File: src/rtl/trigger_pulse_gen_pkg.sv
// Shared types and constants for the trigger pulse generator.
package trigger_pulse_gen_pkg;

  typedef enum logic [2:0] {
    S_IDLE    = 3'd0,
    S_DELAY   = 3'd1,
    S_PULSE   = 3'd2,
    S_HOLDOFF = 3'd3,
    S_GAP     = 3'd4
  } state_e;

  localparam int unsigned MISS_W_DEF = 8;
  localparam int unsigned MISS_SAT   = (1 << MISS_W_DEF) - 1;

  // State that follows the delay phase: a zero width skips the pulse entirely.
  function automatic state_e after_delay(input logic width_zero);
    return width_zero ? S_HOLDOFF : S_PULSE;
  endfunction

endpackage

File: src/rtl/trigger_pulse_gen_counter.sv
// Loadable down-counter shared by every timed phase; flags the final cycle (count == 1).
module load_down_counter #(
  parameter int unsigned W = 16
) (
  input  logic         clk,
  input  logic         rst,
  input  logic         load,
  input  logic [W-1:0] load_val,
  input  logic         en,
  output logic         term_c
);

  logic [W-1:0] cnt_q;
  logic [W-1:0] cnt_d;

  always_comb begin
    cnt_d = cnt_q;
    if (load) begin
      cnt_d = load_val;
    end else if (en && (cnt_q != '0)) begin
      cnt_d = cnt_q - W'(1);
    end
  end

  always_ff @(posedge clk) begin
    if (rst) begin
      cnt_q <= '0;
    end else begin
      cnt_q <= cnt_d;
    end
  end

  assign term_c = (cnt_q == W'(1));

endmodule

File: src/rtl/trigger_pulse_gen.sv
// Trigger-to-pulse sequencer: delay, pulse (optionally a burst), holdoff.
// Burst mode is enabled by defining TRIGGER_PULSE_GEN_BURST_EN.
module trigger_pulse_gen
  import trigger_pulse_gen_pkg::*;
#(
  parameter int unsigned CNT_W   = 16,
  parameter int unsigned HOLDOFF = 4,
  parameter int unsigned MISS_W  = 8
) (
  input  logic              clk,
  input  logic              rst,
  input  logic              arm,
  input  logic              trig,
`ifdef TRIGGER_PULSE_GEN_BURST_EN
  input  logic [7:0]        burst_cnt,
`endif
  input  logic [CNT_W-1:0]  delay_cycles,
  input  logic [CNT_W-1:0]  width_cycles,
  output logic              pulse_out,
  output logic              busy,
  output logic              done,
  output logic [MISS_W-1:0] missed_count
);

  state_e              state_q, state_d;
  logic [CNT_W-1:0]    width_q, width_d;
  logic [MISS_W-1:0]   missed_q, missed_d;
  logic                pulse_q, pulse_d;
  logic                busy_q, busy_d;
  logic                done_q, done_d;
  logic                cnt_load;
  logic [CNT_W-1:0]    cnt_val;
  logic                cnt_en;
  logic                cnt_term_c;
  logic                accept_c;
`ifdef TRIGGER_PULSE_GEN_BURST_EN
  logic [7:0]          pulses_left_q, pulses_left_d;
`endif

  assign accept_c = trig && arm && (state_q == S_IDLE);
  assign cnt_en   = (state_q != S_IDLE);

  load_down_counter #(.W(CNT_W)) u_cnt (
    .clk      (clk),
    .rst      (rst),
    .load     (cnt_load),
    .load_val (cnt_val),
    .en       (cnt_en),
    .term_c   (cnt_term_c)
  );

  // State and latched-config registers
  always_ff @(posedge clk) begin
    if (rst) begin
      state_q  <= S_IDLE;
      width_q  <= '0;
      missed_q <= '0;
`ifdef TRIGGER_PULSE_GEN_BURST_EN
      pulses_left_q <= '0;
`endif
    end else begin
      state_q  <= state_d;
      width_q  <= width_d;
      missed_q <= missed_d;
`ifdef TRIGGER_PULSE_GEN_BURST_EN
      pulses_left_q <= pulses_left_d;
`endif
    end
  end

  // Next-state, counter reload and missed-trigger logic
  always_comb begin
    state_d  = state_q;
    width_d  = width_q;
    missed_d = missed_q;
    cnt_load = 1'b0;
    cnt_val  = '0;
`ifdef TRIGGER_PULSE_GEN_BURST_EN
    pulses_left_d = pulses_left_q;
`endif

    case (state_q)
      S_IDLE: begin
        if (accept_c) begin
          width_d = width_cycles;
`ifdef TRIGGER_PULSE_GEN_BURST_EN
          pulses_left_d = (burst_cnt == 8'd0) ? 8'd1 : burst_cnt;
`endif
          if (delay_cycles != '0) begin
            state_d = S_DELAY;
          end else begin
            state_d = after_delay(width_cycles == '0);
          end
        end
      end
      S_DELAY: begin
        if (cnt_term_c) state_d = after_delay(width_q == '0);
      end
      S_PULSE: begin
        if (cnt_term_c) begin
`ifdef TRIGGER_PULSE_GEN_BURST_EN
          if (pulses_left_q > 8'd1) begin
            state_d       = S_GAP;
            pulses_left_d = pulses_left_q - 8'd1;
          end else begin
            state_d = S_HOLDOFF;
          end
`else
          state_d = S_HOLDOFF;
`endif
        end
      end
      S_GAP: begin
        if (cnt_term_c) state_d = S_PULSE;
      end
      S_HOLDOFF: begin
        if (cnt_term_c) state_d = S_IDLE;
      end
      default: state_d = S_IDLE;
    endcase

    // Every state change reloads the shared counter for the phase being entered
    cnt_load = (state_d != state_q);
    case (state_d)
      S_DELAY:        cnt_val = delay_cycles;
      S_PULSE, S_GAP: cnt_val = width_d;
      S_HOLDOFF:      cnt_val = CNT_W'(HOLDOFF);
      default:        cnt_val = '0;
    endcase

    if (trig && arm && (state_q != S_IDLE) && (missed_q != {MISS_W{1'b1}})) begin
      missed_d = missed_q + MISS_W'(1);
    end
  end

  // Output decode from the next state so the outputs register alongside it
  always_comb begin
    pulse_d = (state_d == S_PULSE);
    busy_d  = (state_d != S_IDLE);
    done_d  = (state_d == S_HOLDOFF) && (state_q != S_HOLDOFF);
  end

  always_ff @(posedge clk) begin
    if (rst) begin
      pulse_q <= 1'b0;
      busy_q  <= 1'b0;
      done_q  <= 1'b0;
    end else begin
      pulse_q <= pulse_d;
      busy_q  <= busy_d;
      done_q  <= done_d;
    end
  end

  assign pulse_out    = pulse_q;
  assign busy         = busy_q;
  assign done         = done_q;
  assign missed_count = missed_q;

endmodule

File: config.mk
export PLATFORM = sky130hd
export DESIGN_NAME = trigger_pulse_gen
export DESIGN_NICKNAME = d
export VERILOG_FILES = /design/src/rtl/trigger_pulse_gen_pkg.sv /design/src/rtl/trigger_pulse_gen_counter.sv /design/src/rtl/trigger_pulse_gen.sv
export SDC_FILE = /design/constraint.sdc
export NUM_CORES = 1
export LEC_CHECK = 0
export ABC_AREA = 1
export BUFFER_PORTS_ARGS = -buffer_cell sky130_fd_sc_hd__buf_2
export CAP_MARGIN = 10
export CELL_PAD_IN_SITES_DETAIL_PLACEMENT = 0
export CELL_PAD_IN_SITES_GLOBAL_PLACEMENT = 1
export CORE_MARGIN = 4
export CORE_UTILIZATION = 41
export CTS_CLUSTER_DIAMETER = 200
export DETAILED_ROUTE_END_ITERATION = 8
export PLACE_DENSITY = 0.85
export SETUP_SLACK_MARGIN = 0.15
export SLEW_MARGIN = 5
export SYNTH_ARGS = -nofsm -noshare
export SYNTH_HDL_FRONTEND = slang
export SYNTH_SLANG_ARGS = --single-unit
File: constraint.sdc
create_clock -name clk -period 2.3 [get_ports clk]
set_input_delay 0.345 -clock clk [delete_from_list [all_inputs] [get_ports clk]]
set_output_delay 0.345 -clock clk [all_outputs]
set_load 0.05 [all_outputs]
==> flow_summary.ini <==
[status]
outcome = finished clean

[drt]
route.detailed.drc = 0
first_pass_iters = 5
num_vias = 3093
route.detailed.vias_per_inst = 5.03
drtIter0Drc = 187
wirelength_mm = 8.23
antenna_left = 0
detail_route.wl_per_cell_um = 13.4

[timing]
tightest_slew_ps = 748
period_share = 0.851
period_needed_ps = 1960
fmax_mhz = 511
fin_setup_tns_ps = 0
setup_viol = 0
skew_ps = 9.07
slew_headroom = 0.501
final-hold-violation-count = 0
drv_slew = 0
rsz0062_at_grt = false

[critical_path]
required_ps = 2490
slowest_stage = dfxtp_1
worstRegToRegCells = 12
crit_type = register to register
start_kind = register
cp_data_arrival_time_ps = 2150
critPathMaxStageDelay_ps = 370
crit_fanout = 17
crit_path_end_kind = register
crit_top_cell = nand2_1
crit_chain = nor2_2 > nand2_1 > nor2_4 > nand2_4 > nand2_4 > nand2_1 > nor2_1 > nand3_2 > nand2_8 > nand2_8 > nand2_1 > a21oi_1

[placement]
numPortBuffers = 46
gp_congestion = 0.859
hpwl_mm = 5.80

[power_and_ir_drop]
power_w = 0.00246
p_per_area_mw_per_mm2 = 682
p_leak_nw = 1.75
ir_drop_v = 0.000296

[global_route]
track_usage = 0.180
grt_pass1_wl_mm = 13.1
overflow = 0
first_global_vias = 2799
grt_start_max_net_pins = 34
antenna_found_initial = 0

[min_path]
whs_path_depth = 3
hold_path.class = input pin to register

[synth]
syn_area_mm2 = 0.00317
synth_cell_type_count = 34
synth_nets = 514
synth_edf_count = 0
synthFlopType = dfxtp_1
ys_warn_count = 0
synth_cells = 475
synth_area_per_cell_um2 = 6.67
async_reset_ff_frac = 0
synth_seq_area_share = 0.291
ys_ff_latch = 46

[layout]
nets = 556
final_common_cell = nand2_1
area_growth_syn_to_layout_pct = 14.1
fillers = 798
antenna_cells = 0
layout-drive-gt1-share = 0.231
final_cell_mix = nand2_1 (104), inv_1 (67), nor2_1 (62)
regArea_um2 = 921
multiInputGateArea_mm2 = 0.00194

[clocking]
clockBufferDepth = 2
numCtsBuffers = 5
cts_hold_buf = 0
h-tree-depth = 2
cts_tree = yes
cts_root_buf = clkbuf_8
cts.sinks = 46
clk_latency_ps = 300
path_clk_slew_ps = 90

[flow_run]
drv_cap = 0

[die]
ioPinCount = 47
die_width_um = 95.9
core_mm2 = 0.00737
die_h_um = 95.9
die_area_mm2 = 0.00919
placementRows = 31
initial_core_util = 0.430
-- registers in the layout, summed over array words and instances, names as in the netlist --
| name | flops |
|---|---|
| state_q | 3 |
| done | 1 |
| pulse_out | 1 |
| missed_count | 8 |
| width_q | 16 |
| busy | 1 |
| u_cnt.cnt_q | 16 |
-- worst max-delay path, delay by kind of cell (launching register included) --
kind / cells / cell delay [ps]
AO/OA/AOI/OAI: 1 / 60
flip-flops: 1 / 370
AND/OR/NAND/NOR: 11 / 1410
-- area by class of cell --
type,count,share of cell area
inverter,71,0.0745
timing repair buffer,52,0.0762
clock buffer,6,0.0229
tap,99,0.0343
sequential,46,0.255
multi-input combinational,341,0.537
-- cells in the mapped netlist, types with 4 or more instances --
cell / instances / area share
o21ai_0: 21 / 0.033
nand3_1: 27 / 0.043
a21oi_2: 14 / 0.039
xor2_1: 15 / 0.041
buf_6: 4 / 0.014
nand2_1: 104 / 0.12
nor2_1: 65 / 0.077
a21oi_1: 9 / 0.014
nand4_1: 20 / 0.040
nor2_2: 4 / 0.0079
nand3_2: 4 / 0.013
inv_1: 67 / 0.079
inv_2: 4 / 0.0047
nand2_2: 14 / 0.028
o211ai_1: 16 / 0.038
clkbuf_1: 11 / 0.013
dfxtp_1: 46 / 0.29
nand2_4: 7 / 0.025
-- where the power goes --
part | total [W] | switching, W | internal (W)
Combinational | 0.00101 | 0.000647 | 0.000362
Sequential | 0.000954 | 0.0000709 | 0.000883
Clock | 0.000502 | 0.000269 | 0.000233
-- worst paths after layout --
check	start	endpoint	slack, ps
worst max-delay path	u_cnt.cnt_q[6]	u_cnt.cnt_q[12]	340
worst min-delay path	width_cycles[12]	width_q[12]	370
worst max register to register	u_cnt.cnt_q[6]	u_cnt.cnt_q[12]	340
worst min register to register	missed_count[1]	missed_count[1]	490
-- cells by family after synthesis --
group,synth area share
AO/OA/AOI/OAI,0.139
XOR/XNOR,0.0415
adder cells (fa/ha/maj),0.0119
buffers and inverters,0.128
flip-flops,0.291
AND/OR/NAND/NOR,0.388
-- per-stage QoR --
step / instances / area [um2] / setup WS, ps / hold slack, ps / utilization
floorplan: 475 / 3170 / 270 / 514 / -
global placement: 604 / 3420 / 223 / 463 / 0.464
detailed placement: 604 / 3420 / 184 / 490 / 0.464
CTS: 610 / 3500 / 159 / 362 / 0.475
global route: 615 / 3610 / 150 / 404 / 0.490
finish: 615 / 3610 / 343 / 365 / 0.490
-- timing repair --
item | 4_1_cts | 5_1_grt
setup buffers | 0 | 1
gates resized for setup | 0 | 13
setup endpoints to repair | 0 | 16
-- layer usage --
layer,wire [um],GRT usage,part of all wire
met1,3990,0.250,0.48
met2,3600,0.283,0.44
met3,422,0.0289,0.051
met4,225,0.0628,0.027
met5,0,0,0
Note: power is estimated with default switching activity, not from simulation.
